**config.mk**
```make
export PLATFORM = sky130hd
export DESIGN_NAME = gauss3x3_filter_flat
export DESIGN_NICKNAME = d
export VERILOG_FILES = /design/src/rtl/gauss3x3_filter_if.sv /design/src/rtl/gauss3x3_filter.sv /design/src/flat_wrapper.sv
export SDC_FILE = /design/constraint.sdc
export NUM_CORES = 1
export LEC_CHECK = 0
export CORE_MARGIN = 1
export CORE_UTILIZATION = 50
export CTS_CLUSTER_SIZE = 28
export DETAILED_ROUTE_END_ITERATION = 8
export DONT_BUFFER_PORTS = 1
export PLACE_DENSITY_LB_ADDON = 0.1
export RECOVER_POWER = 50
export SLEW_MARGIN = 20
export SYNTH_ARGS = -nofsm -noshare
export SYNTH_HDL_FRONTEND = slang
export SYNTH_SLANG_ARGS = --single-unit
```
**constraint.sdc**
```tcl
create_clock -name clk -period 10.17 [get_ports clk]
set_input_delay 1.017 -clock clk [delete_from_list [all_inputs] [get_ports clk]]
set_output_delay 1.017 -clock clk [all_outputs]
set_load 0.05 [all_outputs]
```
**src/rtl/gauss3x3_filter_if.sv**
```systemverilog
// Column-in / pixel-out bundle for the 3x3 Gaussian filter.
// The line buffer drives the master side; the filter takes the slave side.
interface gauss3x3_filter_if;
    logic [7:0] top;
    logic [7:0] mid;
    logic [7:0] bot;
    logic       valid_in;
    logic       sof_in;
    logic [7:0] pixel_out;
    logic       valid_out;
    logic       eol_out;
    logic       eof_out;

    modport master (
        output top, mid, bot, valid_in, sof_in,
        input  pixel_out, valid_out, eol_out, eof_out
    );

    modport slave (
        input  top, mid, bot, valid_in, sof_in,
        output pixel_out, valid_out, eol_out, eof_out
    );
endinterface

```
**src/rtl/gauss3x3_filter.sv**
```systemverilog
// 3x3 Gaussian blur [1 2 1;2 4 2;1 2 1]/16 over a streamed column window.
// Two-register pipeline: window, then sum, then rounded pixel.
module gauss3x3_filter #(
    parameter int W = 64,
    parameter int H = 64
) (
    input logic clk,
    input logic rst_n,
    gauss3x3_filter_if.slave io
);

    localparam int CW = $clog2(W);
    localparam int RW = $clog2(H);
    localparam logic [CW-1:0] COL_LAST = CW'(W - 1);
    localparam logic [RW-1:0] ROW_LAST = RW'(H - 1);

    logic [CW-1:0] col;
    logic [CW-1:0] cur_col;
    logic [CW-1:0] nxt_col;
    logic [RW-1:0] row;
    logic [RW-1:0] cur_row;
    logic [RW-1:0] nxt_row;
    logic          eligible;
    logic          at_eol;
    logic          at_eof;

    logic [7:0]  win [3][3];
    logic        v1;
    logic        eol1;
    logic        eof1;

    logic [11:0] sum_c;
    logic [11:0] sum_r;
    logic        v2;
    logic        eol2;
    logic        eof2;

    logic [7:0]  pix_c;
    logic [7:0]  pixel_q;
    logic        valid_q;
    logic        eol_q;
    logic        eof_q;

    // sof_in forces the accepted column to (0,0) whatever the counters say
    always_comb begin
        cur_col  = io.sof_in ? '0 : col;
        cur_row  = io.sof_in ? '0 : row;
        nxt_col  = cur_col + CW'(1);
        nxt_row  = cur_row;
        if (cur_col == COL_LAST) begin
            nxt_col = '0;
            nxt_row = (cur_row == ROW_LAST) ? '0 : cur_row + RW'(1);
        end
        eligible = (cur_row >= RW'(2)) && (cur_col >= CW'(2));
        at_eol   = (cur_col == COL_LAST);
        at_eof   = at_eol && (cur_row == ROW_LAST);
    end

    always_ff @(posedge clk or negedge rst_n) begin
        if (!rst_n) begin
            col <= '0;
            row <= '0;
        end else if (io.valid_in) begin
            col <= nxt_col;
            row <= nxt_row;
        end
    end

    always_ff @(posedge clk or negedge rst_n) begin
        if (!rst_n) begin
            for (int r = 0; r < 3; r++) begin
                for (int c = 0; c < 3; c++) begin
                    win[r][c] <= '0;
                end
            end
        end else if (io.valid_in) begin
            for (int r = 0; r < 3; r++) begin
                win[r][0] <= win[r][1];
                win[r][1] <= win[r][2];
            end
            win[0][2] <= io.top;
            win[1][2] <= io.mid;
            win[2][2] <= io.bot;
        end
    end

    always_ff @(posedge clk or negedge rst_n) begin
        if (!rst_n) begin
            v1   <= 1'b0;
            eol1 <= 1'b0;
            eof1 <= 1'b0;
        end else begin
            v1   <= io.valid_in && eligible;
            eol1 <= io.valid_in && eligible && at_eol;
            eof1 <= io.valid_in && eligible && at_eof;
        end
    end

    // Worst case 16*255 = 4080 still fits in 12 bits
    always_comb begin
        sum_c = 12'(win[0][0])
              + (12'(win[0][1]) << 1)
              + 12'(win[0][2])
              + (12'(win[1][0]) << 1)
              + (12'(win[1][1]) << 2)
              + (12'(win[1][2]) << 1)
              + 12'(win[2][0])
              + (12'(win[2][1]) << 1)
              + 12'(win[2][2]);
    end

    always_ff @(posedge clk or negedge rst_n) begin
        if (!rst_n) begin
            sum_r <= '0;
            v2    <= 1'b0;
            eol2  <= 1'b0;
            eof2  <= 1'b0;
        end else begin
            sum_r <= sum_c;
            v2    <= v1;
            eol2  <= eol1;
            eof2  <= eof1;
        end
    end

    assign pix_c = 8'((sum_r + 12'd8) >> 4);

    always_ff @(posedge clk or negedge rst_n) begin
        if (!rst_n) begin
            pixel_q <= '0;
            valid_q <= 1'b0;
            eol_q   <= 1'b0;
            eof_q   <= 1'b0;
        end else begin
            valid_q <= v2;
            eol_q   <= eol2;
            eof_q   <= eof2;
            if (v2) begin
                pixel_q <= pix_c;
            end
        end
    end

    assign io.pixel_out = pixel_q;
    assign io.valid_out = valid_q;
    assign io.eol_out   = eol_q;
    assign io.eof_out   = eof_q;

endmodule
```
**src/flat_wrapper.sv**
```systemverilog
// flat-port wrapper written by rule: the top's interface ports become plain ports
module gauss3x3_filter_flat 
#(
    parameter int W = 64,
    parameter int H = 64
)
  (clk, rst_n, io_top, io_mid, io_bot, io_valid_in, io_sof_in, io_pixel_out, io_valid_out, io_eol_out, io_eof_out);
  gauss3x3_filter_if io_i ();
  input logic clk;
  input logic rst_n;
  input wire logic [$bits(io_i.top)-1:0] io_top;
  input wire logic [$bits(io_i.mid)-1:0] io_mid;
  input wire logic [$bits(io_i.bot)-1:0] io_bot;
  input wire logic [$bits(io_i.valid_in)-1:0] io_valid_in;
  input wire logic [$bits(io_i.sof_in)-1:0] io_sof_in;
  output wire logic [$bits(io_i.pixel_out)-1:0] io_pixel_out;
  output wire logic [$bits(io_i.valid_out)-1:0] io_valid_out;
  output wire logic [$bits(io_i.eol_out)-1:0] io_eol_out;
  output wire logic [$bits(io_i.eof_out)-1:0] io_eof_out;
  assign io_i.top = io_top;
  assign io_i.mid = io_mid;
  assign io_i.bot = io_bot;
  assign io_i.valid_in = io_valid_in;
  assign io_i.sof_in = io_sof_in;
  assign io_pixel_out = io_i.pixel_out;
  assign io_valid_out = io_i.valid_out;
  assign io_eol_out = io_i.eol_out;
  assign io_eof_out = io_i.eof_out;
  gauss3x3_filter #(.W(W), .H(H)) u_core (.clk(clk), .rst_n(rst_n), .io(io_i));
endmodule
```
* Word level (Yosys, flattened, before mapping)
Cells that the tools add are included.
** Word-level totals
- Register bits after elaboration :: 113
- Input port bits :: 28
- Output and inout bits :: 11
- Word-level logic and storage cells :: 47
** Operators by class
- $add $sub $neg :: 11
- Order comparisons :: 2
- Equality and inequality tests :: 2
- Muxes and demuxes :: 5
- Reductions and logical operators :: 5
** Operators by type and width (number)
- adder 12 x 8 -> 12 bit :: 3
- adder 12 x 9 -> 12 bit :: 3
- 2-to-1 mux 6 bit :: 5
- adder 12 x 10 -> 12 bit :: 1
- adder 12 x 4 -> 12 bit (second input constant) :: 1
- adder 6 x 1 -> 6 bit (second input constant) :: 2
- equality test 6 bit (second input constant) :: 2
- >= comparator 6 x 2 -> 1 bit (second input constant) :: 2
- adder 8 x 9 -> 10 bit :: 1
- logical AND 1 bit :: 5

* Depth between registers and ports, before layout
Gate-level depths: netlist of the first run.
- Depth in word-level cells :: 8
- Mapped depth :: 20
- Depth with buffers taken out :: 20

* Worst setup path after synthesis of the first run
No wires, ideal clock.
- Path kind :: register to register
- Start :: reg u_core.win[56] in the netlist's numbering
- End :: reg u_core.sum_r[10]
- Setup time :: 79 ps
- Data arrival time :: 4621 ps
- Data required time :: 10091 ps
- Setup slack :: 5470 ps
- Stages on the path, launching flop included :: 21
- Buffers on the path :: 0
- Period minus slack after synthesis :: 4700 ps
- Cells stage by stage :: dfrtp_1 -> ha_1 -> inv_1 -> fa_1 -> nor2b_1 -> o21a_1 -> o21ai_1 -> a21oi_1 -> xor2_1 -> fa_1 -> inv_1 -> fa_1 -> fa_1 -> fa_1 -> inv_1 -> ha_1 -> nand3_1 -> o211ai_1 -> o21ai_1 -> a21oi_1 -> xor2_1
** On the way
- Cells in the longest elaborated chain, start to end :: 8
** RTL lines
- from (decl) :: line gauss3x3_filter.sv:27 : logic [7:0] win [3][3];
- from (signal, indexed assignment) :: line gauss3x3_filter.sv:78 : win[r][0] <= win[r][1];
- from (signal, indexed assignment) :: line gauss3x3_filter.sv:79 : win[r][1] <= win[r][2];
- adder 8 x 9 -> 10 bit :: line gauss3x3_filter.sv:102 : + (12'(win[0][1]) << 1)
- adder 12 x 8 -> 12 bit :: line gauss3x3_filter.sv:103 : + 12'(win[0][2])
- adder 12 x 9 -> 12 bit :: line gauss3x3_filter.sv:104 : + (12'(win[1][0]) << 1)
- adder 12 x 10 -> 12 bit :: line gauss3x3_filter.sv:105 : + (12'(win[1][1]) << 2)
- adder 12 x 9 -> 12 bit :: line gauss3x3_filter.sv:106 : + (12'(win[1][2]) << 1)
- adder 12 x 8 -> 12 bit :: line gauss3x3_filter.sv:107 : + 12'(win[2][0])
- adder 12 x 9 -> 12 bit :: line gauss3x3_filter.sv:108 : + (12'(win[2][1]) << 1)
- adder 12 x 8 -> 12 bit :: line gauss3x3_filter.sv:109 : + 12'(win[2][2]);
- via u_core.sum_c[10] :: line gauss3x3_filter.sv:32 : logic [11:0] sum_c;
- to (signal assigned) :: line gauss3x3_filter.sv:119 : sum_r <= sum_c;
- to (decl) :: line gauss3x3_filter.sv:33 : logic [11:0] sum_r;
The timed path passes the listed nets, and every way through them passes these cells.
A chain may end at the register's enable or synchronous reset.

* Worst setup path in the final report of the first run
Ends and elaborated chain as after synthesis.

==> metrics.md, run 1 <==
| Metric | Value |
|---|---|
| Outcome | finished clean |
| R2R Path Start | u_core.win[56]$_DFFE_PN0P_ |
| Die extent in x | 113 µm |
| RSZ-0062 raised after global routing | no |
| Post-CTS setup buffers | 0 |
| Highest-count cells in the layout ignoring fill and taps | dfrtp_1 (110), inv_1 (74), mux2_2 (57), fa_1 (48), nor2_1 (28) |
| Core area | 12,000 µm² |
| Mapped Area | 6130 µm² |
| Seq/Total Area, Yosys | 44.9% |
| Clock root buffer | clkbuf_16 |
| Worst path cell trace | ha_1, inv_1, fa_1, nor2b_1, o21a_1, o21ai_1, a21oi_1, xor2_1, fa_1, inv_1, fa_1, fa_1, fa_1, inv_1, ha_1, nand3_1, o211ai_1, o21ai_1, a21oi_1, xor2_1 |
| Synthesized Nets | 621 |
| Fmax | 0.199 GHz |
| TritonRoute pass-1 iters | 5 |
| Hold path start | u_core.eol2$_DFF_PN0_ |
| Initial antenna violation count | 0 |
| Critical Path Fanout Max | 6 |
| Clock period minus worst slack | 5.03 ns |
| CTS tree | yes |
| Max_cap viols | 0 |
| Global Route Usage Sum | 17.9% |
| Final slew viol count | 0 |
| Reg-to-Reg End | u_core.sum_r[10]$_DFF_PN0_ |
| CTS resizes | 0 |
| Vias in the first global route | 3,593 |
| Final setup fails | 0 |
| Seq cells post-synth | 110 |
| Hold crit path type | register to register |
| Syn-to-layout area delta | 6.63% |
| HPWL after detailed placement | 7170 µm |
| Worst clock skew | 0.00689 ns |
| Row Count | 40 |
| Post-CTS Hold Fix Bufs | 0 |
| Initial DRC count | 174 |
| Initial Utilization | 51.3% |
| Syn_area_per_cell | 11.8 µm² |
| Slowest cell on crit path | fa_1 |
| Slew HR | 67.6% |
| Syn. warnings | 0 |
| Setup Crit Path Kind | register to register |
| Vias per cell | 5.28 |
| Nets@finish | 615 |
| Worst skew pair latency | 0.35 ns |
| Antenna cell count | 0 |
| Sink Count | 110 |
| Die ar. | 12,700 µm² |
| Tcrit/Tclk final | 49.5% |
| Total gr overflow | 0 |
| Hold WS | 0.345 ns |
| Endpoint, Worst Hold | u_core.io.eol_out$_DFF_PN0_ |
| Worst Hold Depth | 0 |
| CTS buffer count | 9 |
| Chip Height | 113 µm |
| Cell variety after synth | 48 |
| Worst-Margin Slew | 0.486 ns |
| CTS H-tree depth | 3 |
| Reg-to-reg slack, setup | 5.14 ns |
| Critical Path Most Common Cell | fa_1 |
| Leading cell type in the layout, fill and taps excluded | dfrtp_1 |
| Gpl congestion | 0.776 |
| Max incr delay on CP | 0.54 ns |
| Residual DRC | 0 |
| CP Capture Type | register |
| Inst Count DP | 650 |
| Setup TNS | 0 ns |
| Routed Antenna Nets | 0 |
| CTS Buffer Depth | 2 |
| Largest net degree at the start of global routing | 111 |
| Non-Filler Instances | 666 |
| Vias after detailed routing | 3,515 |
| Port Buf Inserts | 0 |
| Endpoints failing hold | 0 |
| WP data required | 10.45 ns |
| Worst-case reg-to-reg path depth | 20 |
| # IOs | 39 |
| First-pass GRT wire length | 17,600 µm |
| Final wirelength | 10,000 µm |
| WL per Instance | 15.1 µm |
| Gate Count Post-Synth | 520 |
| Setup crit start kind | register |
| CP Data Arrival Time | 5.31 ns |
| Layout cells sized above 1 | 16.0% |
| Clk slew on worst S/H paths | 0.07 ns |
-- worst max path at each step --
stage,startpoint,endpoint,slack (ns),cells after the start
6_report,u_core.win[56]$_DFFE_PN0P_,u_core.sum_r[10]$_DFF_PN0_,5.14,20
5_1_grt,u_core.win[56]$_DFFE_PN0P_,u_core.sum_r[10]$_DFF_PN0_,4.74,20
4_1_cts,u_core.win[56]$_DFFE_PN0P_,u_core.sum_r[10]$_DFF_PN0_,5.11,20
3_5_place_dp,u_core.win[56]$_DFFE_PN0P_,u_core.sum_r[10]$_DFF_PN0_,5.14,20
3_3_place_gp,u_core.win[56]$_DFFE_PN0P_,u_core.sum_r[10]$_DFF_PN0_,5.25,20
2_1_floorplan,u_core.win[56]$_DFFE_PN0P_,u_core.sum_r[10]$_DFF_PN0_,5.47,20
-- per-layer routing --
metal,share of wire [%],track usage [%],up-vias
met5,0,0,-
met4,1.1,5.07,0
met3,3.8,4.93,8
met2,46,27.2,44
met1,49,25.5,1771
li1,-,-,1692
-- cell type report --
class | instances | area (µm²)
fillers | 1050 | 5420
multi-input cells | 317 | 3000
flip-flops and latches | 110 | 2750
inverters | 76 | 285
clock buffers | 10 | 229
well taps | 147 | 184
clock inverters | 6 | 86.3
-- synthesized netlist by cell type (all sizes together) --
master	instances	share of area, %
nand2	27	1.7
nor4b	1	0.14
and3	2	0.20
dfrtp	110	45
mux2	57	10
a221o	1	0.16
nor3	4	0.33
and2	1	0.10
buf	11	1.1
a32o	2	0.33
o21ai	29	2.4
nand3	14	1.2
o21a	3	0.37
inv	76	4.7
fa	48	16
o22ai	2	0.20
o31ai	1	0.12
o2bb2ai	2	0.29
mux2i	2	0.33
nand2b	3	0.43
a22o	1	0.14
or3	1	0.18
and4b	1	0.22
ha	25	5.1
nor3b	1	0.20
a21oi	20	1.6
nor2b	4	0.41
nand4	3	0.41
a21o	2	0.24
nor2	29	1.8
nor4	3	0.31
xnor2	12	1.7
o211ai	2	0.24
a31oi	2	0.20
clkbuf	6	0.37
xor2	7	1.0
o21bai	2	0.24
a211oi	3	0.45
-- sequential cells by signal, summed over array words and instances, names as in the netlist --
register,flops
u_core.v1,1
u_core.eof1,1
u_core.eof2,1
u_core.io.pixel_out,8
u_core.io.eol_out,1
u_core.win,72
u_core.v2,1
u_core.io.eof_out,1
u_core.row,6
u_core.eol2,1
u_core.col,6
u_core.eol1,1
u_core.sum_r,9
u_core.io.valid_out,1
-- through the flow --
step	cell area (µm²)	utilization, %	setup WS [ns]
after floorplan	6130	-	5.47
after CTS	6540	54.7	5.11
after global routing	6540	54.7	4.74
after global placement	6220	52.0	5.25
after detailed placement	6220	52.0	5.14
final	6540	54.7	5.14
-- cells by family after synthesis --
logic type	after synthesis	share of synthesized area (%)
compound gates	72	7.06
xor+xnor	19	2.71
fa+ha+maj	73	20.8
buf+inv	93	6.16
flops	110	44.9
mux	59	10.8
simple gates	94	7.63
-- critical path: cells and delay by family (launching register included) --
kind / cells / cell delay (ns)
adders and majority gates: 7 / 3.02
AOI/OAI and AO/OA: 6 / 0.92
DFF: 1 / 0.37
xor gates and xnor gates: 2 / 0.25
and+or+nand+nor: 2 / 0.23
buffers and inverters: 3 / 0.15
Power of run 1 is left out: the tool's default activity adds up to more than one toggle a clock period on the data nets, which glitch-free logic cannot reach.
==> inputs of run 2 (changes only) <==
Clock period 10.17 ns to 4.3 ns, I/O delays scaled along.
==> run 2 against run 1 <==
The run now ends with max-capacitance violations, max-slew violations, negative setup slack left. Final area up 6.8%. Sequential share of layout area decreased by 2.7 points. Critical path depth decreased by 1. Via count grew 3.7%. Non-clock buffer count rose by 32. Count of clock-buffer cells in the layout up 1. Fmax grew 7.6%. Register-to-register slack lost 5.5 ns. Wire length grew 5.7%. Core utilization grew 3.7 points. First-iteration DRC count is 5.2% lower. Setup slack worse by 5.5 ns.
==> metrics.md, run 2 (synthesis gave the netlist of run 1 again) <==
| Metric | Value |
|---|---|
| Highest-count cells in the layout ignoring fill and taps | dfrtp_1 (110), inv_1 (68), mux2_2 (57), fa_1 (44), buf_4 (29) (was dfrtp_1 (110), inv_1 (74), mux2_2 (57), fa_1 (48), nor2_1 (28)) |
| Setup TNS | -1.39 ns (was 0 ns) |
| Final slew viol count | 111 (was 0) |
| Cell family with most CP delay | adder cells (unchanged) |
| Most flops, register | u_core.win (unchanged) |
| Total gr overflow | 0 (unchanged) |
| Endpoints failing hold | 0 (unchanged) |
| Leading cell type in the layout, fill and taps excluded | dfrtp_1 (unchanged) |
| CP Capture Type | register (unchanged) |
| Initial antenna violation count | 0 (unchanged) |
| Final Cell Area | 6980 µm² (was 6540 µm²) |
| Residual DRC | 0 (unchanged) |
| Antenna cell count | 0 (unchanged) |
| CTS buffer count | 9 (unchanged) |
| Nets@finish | 647 (was 615) |
| Worst-Margin Slew | 2.69 ns (was 0.486 ns) |
| Vias in the first global route | 3,762 (was 3,593) |
| Layout cells sized above 1 | 27.0% (was 16.0%) |
| Hold crit path type | input port to register (was register to register) |
| Core area | 12,000 µm² (unchanged) |
| Final wirelength | 10,600 µm (was 10,000 µm) |
| CTS Buffer Depth | 2 (unchanged) |
| Row Count | 40 (unchanged) |
| Worst path cell trace | ha_4, buf_6, a211oi_4, nor2_2, nor4b_2, a221o_1, xnor2_2, fa_1, inv_1, fa_1, fa_1, fa_1, inv_2, ha_4, nand3_2, o211ai_1, nand2b_1, a21oi_2, xnor2_1 (was ha_1, inv_1, fa_1, nor2b_1, o21a_1, o21ai_1, a21oi_1, xor2_1, fa_1, inv_1, fa_1, fa_1, fa_1, inv_1, ha_1, nand3_1, o211ai_1, o21ai_1, a21oi_1, xor2_1) |
| Vias per cell | 5.22 (was 5.28) |
| Clock period minus worst slack | 4.67 ns (was 5.03 ns) |
| Non-Filler Instances | 698 (was 666) |
| Die extent in x | 113 µm (unchanged) |
| Vias after detailed routing | 3,646 (was 3,515) |
| Outcome | finished with violations (was finished clean) |
| Reg-to-reg slack, setup | -0.37 ns (was 5.14 ns) |
| HPWL after detailed placement | 7430 µm (was 7170 µm) |
| Setup crit start kind | register (unchanged) |
| Global Route Usage Sum | 18.9% (was 17.9%) |
| Die ar. | 12,700 µm² (unchanged) |
| Fmax | 0.214 GHz (was 0.199 GHz) |
| Worst skew pair latency | 0.36 ns (was 0.35 ns) |
| Max incr delay on CP | 0.53 ns (was 0.54 ns) |
| Failing checks | max-capacitance violations, max-slew violations, negative setup slack |
| Worst clock skew | 0.00982 ns (was 0.00689 ns) |
| Crit path depth | 19 (was 20) |
| Clock root buffer | clkbuf_16 (unchanged) |
| Worst Hold Depth | 1 (was 0) |
| Routed Antenna Nets | 0 (unchanged) |
| Syn-to-layout area delta | 13.9% (was 6.63%) |
| Slew HR | -79.5% (was 67.6%) |
| Setup Crit Path Kind | register to register (unchanged) |
| Max_cap viols | 1 (was 0) |
| First-pass GRT wire length | 18,300 µm (was 17,600 µm) |
| Worst-case reg-to-reg path depth | 19 (was 20) |
| TritonRoute pass-1 iters | 4 (was 5) |
| Slowest cell on crit path | fa_1 (unchanged) |
| Critical Path Fanout Max | 4 (was 6) |
| Gpl congestion | 0.802 (was 0.776) |
| CTS tree | yes (unchanged) |
| Chip Height | 113 µm (unchanged) |
| Inst Count DP | 675 (was 650) |
| RSZ-0062 raised after global routing | yes (was no) |
| Port Buf Inserts | 0 (unchanged) |
| Final setup fails | 6 (was 0) |
| Initial Utilization | 51.3% (unchanged) |
| CP Data Arrival Time | 4.92 ns (was 5.31 ns) |
| CTS H-tree depth | 3 (unchanged) |
| Setup WS post-layout | -0.374 ns (was 5.14 ns) |
| Buf/Inv on CP | 3 (unchanged) |
| Clk slew on worst S/H paths | 0.07 ns (about the same) |
| Initial DRC count | 165 (was 174) |
| Post-place instance area | 6470 µm² (was 6220 µm²) |
| WL per Instance | 15.2 µm (was 15.1 µm) |
| Largest net degree at the start of global routing | 111 (unchanged) |
| WP data required | 4.54 ns (was 10.45 ns) |
| Critical Path Most Common Cell | fa_1 (unchanged) |
| Tcrit/Tclk final | 109% (was 49.5%) |
| Largest register FFs | 72 (unchanged) |
| Sink Count | 110 (unchanged) |
| Hold WS | 0.160 ns (was 0.345 ns) |
| # IOs | 39 (unchanged) |
## run 2: changes by cell type in the layout (fill, tap and decap cells not counted), moves of 3 or more
cell / before / now
buf_4: 0 / 29
ha_1: 25 / 17
ha_4: 0 / 7
inv_1: 74 / 68
a21oi_1: 20 / 15
inv_2: 2 / 7
a21oi_2: 0 / 4
fa_1: 48 / 44
fa_2: 0 / 4
nor2_1: 28 / 24
nor2_2: 1 / 4
## run 2: timing repair
action,in CTS,in global routing
setup endpoints to repair,6,7
resized for setup,20,11
buffers inserted,6,1
pin swaps,27,8
hold buffers,1,0
hold endpoints to repair,110,0
## run 2: layout make-up
type | instances | area [µm²]
fill | 990 | 4980
multi-input combinational | 317 | 3190
sequential | 110 | 2750
inverter | 76 | 288
timing repair buffer | 32 | 245
clock buffer | 11 | 243
tap | 147 | 184
clock inverter | 5 | 82.6
## run 2: through the flow
step	worst slack [ns]	util [%]
6_report	-0.374	58.4
5_1_grt	-0.591	58.4
4_1_cts	-0.372	58.3
3_5_place_dp	-0.505	54.1
3_3_place_gp	-0.335	54.1
2_1_floorplan	-0.177	-
## run 2: worst paths after layout
check	from	end
worst max register to register	u_core.win[65]$_DFFE_PN0P_	u_core.sum_r[11]$_DFF_PN0_
worst min register to register	u_core.v1$_DFF_PN0_	u_core.v2$_DFF_PN0_
worst min-delay path	io_sof_in	u_core.col[3]$_DFFE_PN0P_
min in group asynchronous	rst_n	u_core.row[1]$_DFFE_PN0P_
max in group asynchronous	rst_n	u_core.win[42]$_DFFE_PN0P_
worst max-delay path	u_core.win[65]$_DFFE_PN0P_	u_core.sum_r[11]$_DFF_PN0_
## run 2: routing by layer
metal / vias up / global-route usage (%) / share of wire [%]
met3: 11 / 6.11 / 3.8
met5: - / 0 / 0
li1: 1752 / - / -
met2: 50 / 27.7 / 45
met1: 1833 / 27.0 / 50
met4: 0 / 5.69 / 1.4
Power of run 2 is left out for the same reason.
==> inputs of run 3 (changes only) <==
Settings changed: ABC_AREA set to 1, PLACE_DENSITY set to 0.7, PLACE_DENSITY_LB_ADDON 0.1 to unset.
==> run 3 against run 2 <==
The flow still finishes with violations (max-capacitance violations, max-slew violations, negative setup slack). Critical path type unchanged. Core utilization shrank 1.8 points. Flip-flop and latch count is the same. Wire length grew 6.9%. First-iteration DRC count grew 32%. Die area grew 1.0%. Final area shrank 2.2%. Synthesized cell count grew 29%. Largest cell class unchanged. Sequential share of layout area grew 0.88 points.
==> metrics.md, run 3 <==
| Metric | Value |
|---|---|
| Setup WS post-layout | -0.0305 ns (was -0.374 ns) |
| Outcome | finished with violations (unchanged) |
| Worst clock skew | 0.00745 ns (was 0.00982 ns) |
| Worst-Margin Slew | 2.71 ns (was 2.69 ns) |
| Routed Antenna Nets | 0 (unchanged) |
| Mapped Area | 6200 µm² (was 6130 µm²) |
| Final wirelength | 11,300 µm (was 10,600 µm) |
| Top cell type's share of synthesized area | 44.4% (was 44.9%) |
| Gate Count Post-Synth | 672 (was 520) |
| Clock Power Share | 14.2% |
| TritonRoute pass-1 iters | 4 (unchanged) |
| Hold crit path type | input port to register (unchanged) |
| Worst-case reg-to-reg path depth | 17 (was 19) |
| Global Route Usage Sum | 20.5% (was 18.9%) |
| # IOs | 39 (unchanged) |
| Gpl congestion | 0.789 (was 0.802) |
| Vias in the first global route | 4,411 (was 3,762) |
| Sequential Power Share | 26.0% |
| Reg-to-reg slack, setup | -0.03 ns (was -0.37 ns) |
| Residual DRC | 0 (unchanged) |
| Clock period minus worst slack | 4.33 ns (was 4.67 ns) |
| Initial DRC count | 217 (was 165) |
| Slew HR | -80.7% (was -79.5%) |
| Vias after detailed routing | 4,146 (was 3,646) |
| CTS H-tree depth | 3 (unchanged) |
| Setup Crit Path Kind | register to register (unchanged) |
| CTS Buffer Depth | 2 (unchanged) |
| Fmax | 0.231 GHz (was 0.214 GHz) |
| Port Buf Inserts | 0 (unchanged) |
| Post-Place Worst Slack | -0.249 ns (was -0.505 ns) |
| Core area | 12,100 µm² (was 12,000 µm²) |
| Nets@finish | 781 (was 647) |
| Syn-to-layout area delta | 10.2% (was 13.9%) |
| Synthesized Nets | 773 (was 621) |
| CTS buffer count | 9 (unchanged) |
| Setup crit start kind | register (unchanged) |
| Row Count | 40 (unchanged) |
| Leakage power | 3.56 nW |
| Cell variety after synth | 33 (was 48) |
| Yosys top cell by area | dfrtp_1 (unchanged) |
| Layout cells sized above 1 | 10.4% (was 27.0%) |
| Tcrit/Tclk final | 101% (was 109%) |
| Final slew viol count | 111 (unchanged) |
| Highest-count cells in the layout ignoring fill and taps | nand2_1 (230), dfrtp_1 (110), inv_1 (95), fa_1 (44), o21ai_0 (35) (was dfrtp_1 (110), inv_1 (68), mux2_2 (57), fa_1 (44), buf_4 (29)) |
| Vias per cell | 4.86 (was 5.22) |
| Final setup fails | 3 (was 6) |
| Synth cell count leaders | nand2_1 (235), dfrtp_1 (110), inv_1 (101) (was dfrtp_1 (110), inv_1 (74), mux2_2 (57)) |
| Sink Count | 110 (unchanged) |
| PD cells | 831 nW/µm² |
| Failing checks | max-capacitance violations, max-slew violations, negative setup slack (unchanged) |
| Sw Pwr | 0.00236 W |
| Peak supply drop | 0.577 mV |
| Reg-to-Reg End | u_core.sum_r[11]$_DFF_PN0_ (unchanged) |
| Max_cap viols | 1 (unchanged) |
| Clock root buffer | clkbuf_16 (unchanged) |
| Total gr overflow | 0 (unchanged) |
| Die extent in x | 113 µm (about the same) |
| Total power after layout | 0.00568 W |
| Net Sw Frac | 41.6% |
| HPWL after detailed placement | 7980 µm (was 7430 µm) |
| Largest net degree at the start of global routing | 111 (unchanged) |
| Most frequent cell after synthesis | nand2_1 (was dfrtp_1) |
| Initial Utilization | 51.4% (was 51.3%) |
| Critical Path Fanout Max | 3 (was 4) |
| Leading cell type in the layout, fill and taps excluded | nand2_1 (was dfrtp_1) |
| Crit path launch | u_core.win[56]$_DFFE_PN0P_ (was u_core.win[65]$_DFFE_PN0P_) |
| CP Capture Type | register (unchanged) |
| Syn_area_per_cell | 9.22 µm² (was 11.8 µm²) |
| Seq/Total Area, Yosys | 44.4% (was 44.9%) |
| WL per Instance | 13.3 µm (was 15.2 µm) |
| R2R Path Start | u_core.win[56]$_DFFE_PN0P_ (was u_core.win[65]$_DFFE_PN0P_) |
| Antenna cell count | 0 (unchanged) |
| Number of synthesized flops with an enable pin | 0 (unchanged) |
| Seq cells post-synth | 110 (unchanged) |
| # fillers | 1,039 (was 990) |
| Setup crit end | u_core.sum_r[11]$_DFF_PN0_ (unchanged) |
| First-pass GRT wire length | 20,400 µm (was 18,300 µm) |
| Worst skew pair latency | 0.36 ns (about the same) |
| Chip Height | 113 µm (about the same) |
| Largest register FFs | 72 (unchanged) |
| Most flops, register | u_core.win (unchanged) |
| CP Data Arrival Time | 4.57 ns (was 4.92 ns) |
| RSZ-0062 raised after global routing | yes (unchanged) |
| CTS tree | yes (unchanged) |
| Initial antenna violation count | 0 (unchanged) |
| Synth area leaders | dfrtp_1 (44%), fa_1 (16%), nand2_1 (14%) (was dfrtp_1 (45%), fa_1 (16%), mux2_2 (10%)) |
| Async SR Flop Fraction | 100% (unchanged) |
| Syn. warnings | 0 (unchanged) |
| Die ar. | 12,800 µm² (was 12,700 µm²) |
| Top_reg_cell synth | dfrtp_1 (unchanged) |
| Gate power share | 59.8% |
| WP data required | 4.54 ns (about the same) |
| Clk slew on worst S/H paths | 0.07 ns (about the same) |
| Endpoints failing hold | 0 (unchanged) |
| Int Pwr | 0.00331 W |
-- run 3: cell types whose count changed in the layout (fill, tap and decap cells not counted), sizes merged, moves of 4 or more --
cell / before / now
nand3: 14 / 20
mux2: 57 / 0
nand2: 27 / 237
xor2: 7 / 15
nor2: 29 / 21
xnor2: 12 / 5
a21oi: 20 / 11
buf: 31 / 16
inv: 76 / 102
o21ai: 29 / 37
nor2b: 4 / 0
-- run 3: repair_timing --
item	in CTS	in global routing
hold buffers	1	0
pin swaps	23	12
setup buffers	4	0
resized for setup	17	5
endpoints found under the hold margin	110	0
setup endpoints to repair	7	7
-- run 3: cells by family (layout without fill, tap and decap cells) --
logic type	after synthesis	count (layout)	share of synthesized area, %
AO/OA/AOI/OAI	60	60	5.27
buffers and inverters	123	136	7.91
XOR/XNOR	20	20	2.83
adder cells (fa/ha/maj)	73	73	20.5
AND/OR/NAND/NOR	286	286	19.0
flip-flops	110	110	44.4
-- run 3: through the flow --
| stage | utilization, % | setup TNS (ns) | instances | instance area [µm²] | hold WS [ns] |
|---|---|---|---|---|---|
| floorplan | - | 0 | 672 | 6240 | 0.134 |
| detailed placement | 53.4 | -0.969 | 832 | 6450 | 0.139 |
| global placement | 53.4 | -0.439 | 832 | 6450 | 0.138 |
| global route | 56.6 | -1.20 | 853 | 6830 | 0.156 |
| finish | 56.6 | -0.0557 | 853 | 6830 | 0.176 |
| CTS | 56.7 | -0.220 | 853 | 6840 | 0.0412 |
-- run 3: final cells by class --
type / count / area, µm² / share of cell area (%)
repair buffers: 17 / 129 / 1.89
inverters: 103 / 395 / 5.79
multi-input cells: 439 / 3060 / 44.8
clock buffers: 11 / 253 / 3.70
clock inverters: 5 / 33.8 / 0.495
well taps: 168 / 210 / 3.08
flip-flops and latches: 110 / 2750 / 40.3
-- run 3: worst min-delay path by stage --
stage | start | endpoint | cells after the start
2_1_floorplan | rst_n | u_core.col[0]$_DFFE_PN0P_ | 0
3_3_place_gp | rst_n | u_core.win[48]$_DFFE_PN0P_ | 0
3_5_place_dp | rst_n | u_core.win[16]$_DFFE_PN0P_ | 0
4_1_cts | rst_n | u_core.win[48]$_DFFE_PN0P_ | 1
5_1_grt | io_valid_in | u_core.row[3]$_DFFE_PN0P_ | 1
6_report | io_valid_in | u_core.col[3]$_DFFE_PN0P_ | 1
-- run 3: worst max-delay path: stages, from the launching register on --
cell and delay, ns:
dfrtp_1 0.36, ha_2 0.19, inv_2 0.04, fa_2 0.35
xnor2_1 0.15, fa_1 0.49, inv_1 0.05, fa_1 0.55
fa_1 0.44, fa_1 0.55, inv_1 0.04, ha_2 0.19
fa_2 0.34, nand3_1 0.09, nand2_2 0.07, nand4_1 0.09
nand2_1 0.07, xor2_1 0.14
-- run 3: power by group through the flow --
stage / Clock [W] / Combinational, W / Sequential (W)
6_report: 0.000806 / 0.00339 / 0.00148
5_1_grt: 0.000866 / 0.00394 / 0.00150
4_1_cts: 0.000825 / 0.00334 / 0.00148
3_5_place_dp: 0 / 0.00307 / 0.00150
3_3_place_gp: 0 / 0.00297 / 0.00149
2_1_floorplan: 0 / 0.00231 / 0.00147
-- run 3: per-layer routing --
layer  track usage [%]  routed length (µm)
met5                 0                   0
met4              8.86                 216
met3              2.95                 296
met1              25.9                5180
met2              35.5                5630
No activity file was read; power rests on OpenSTA's default activity.
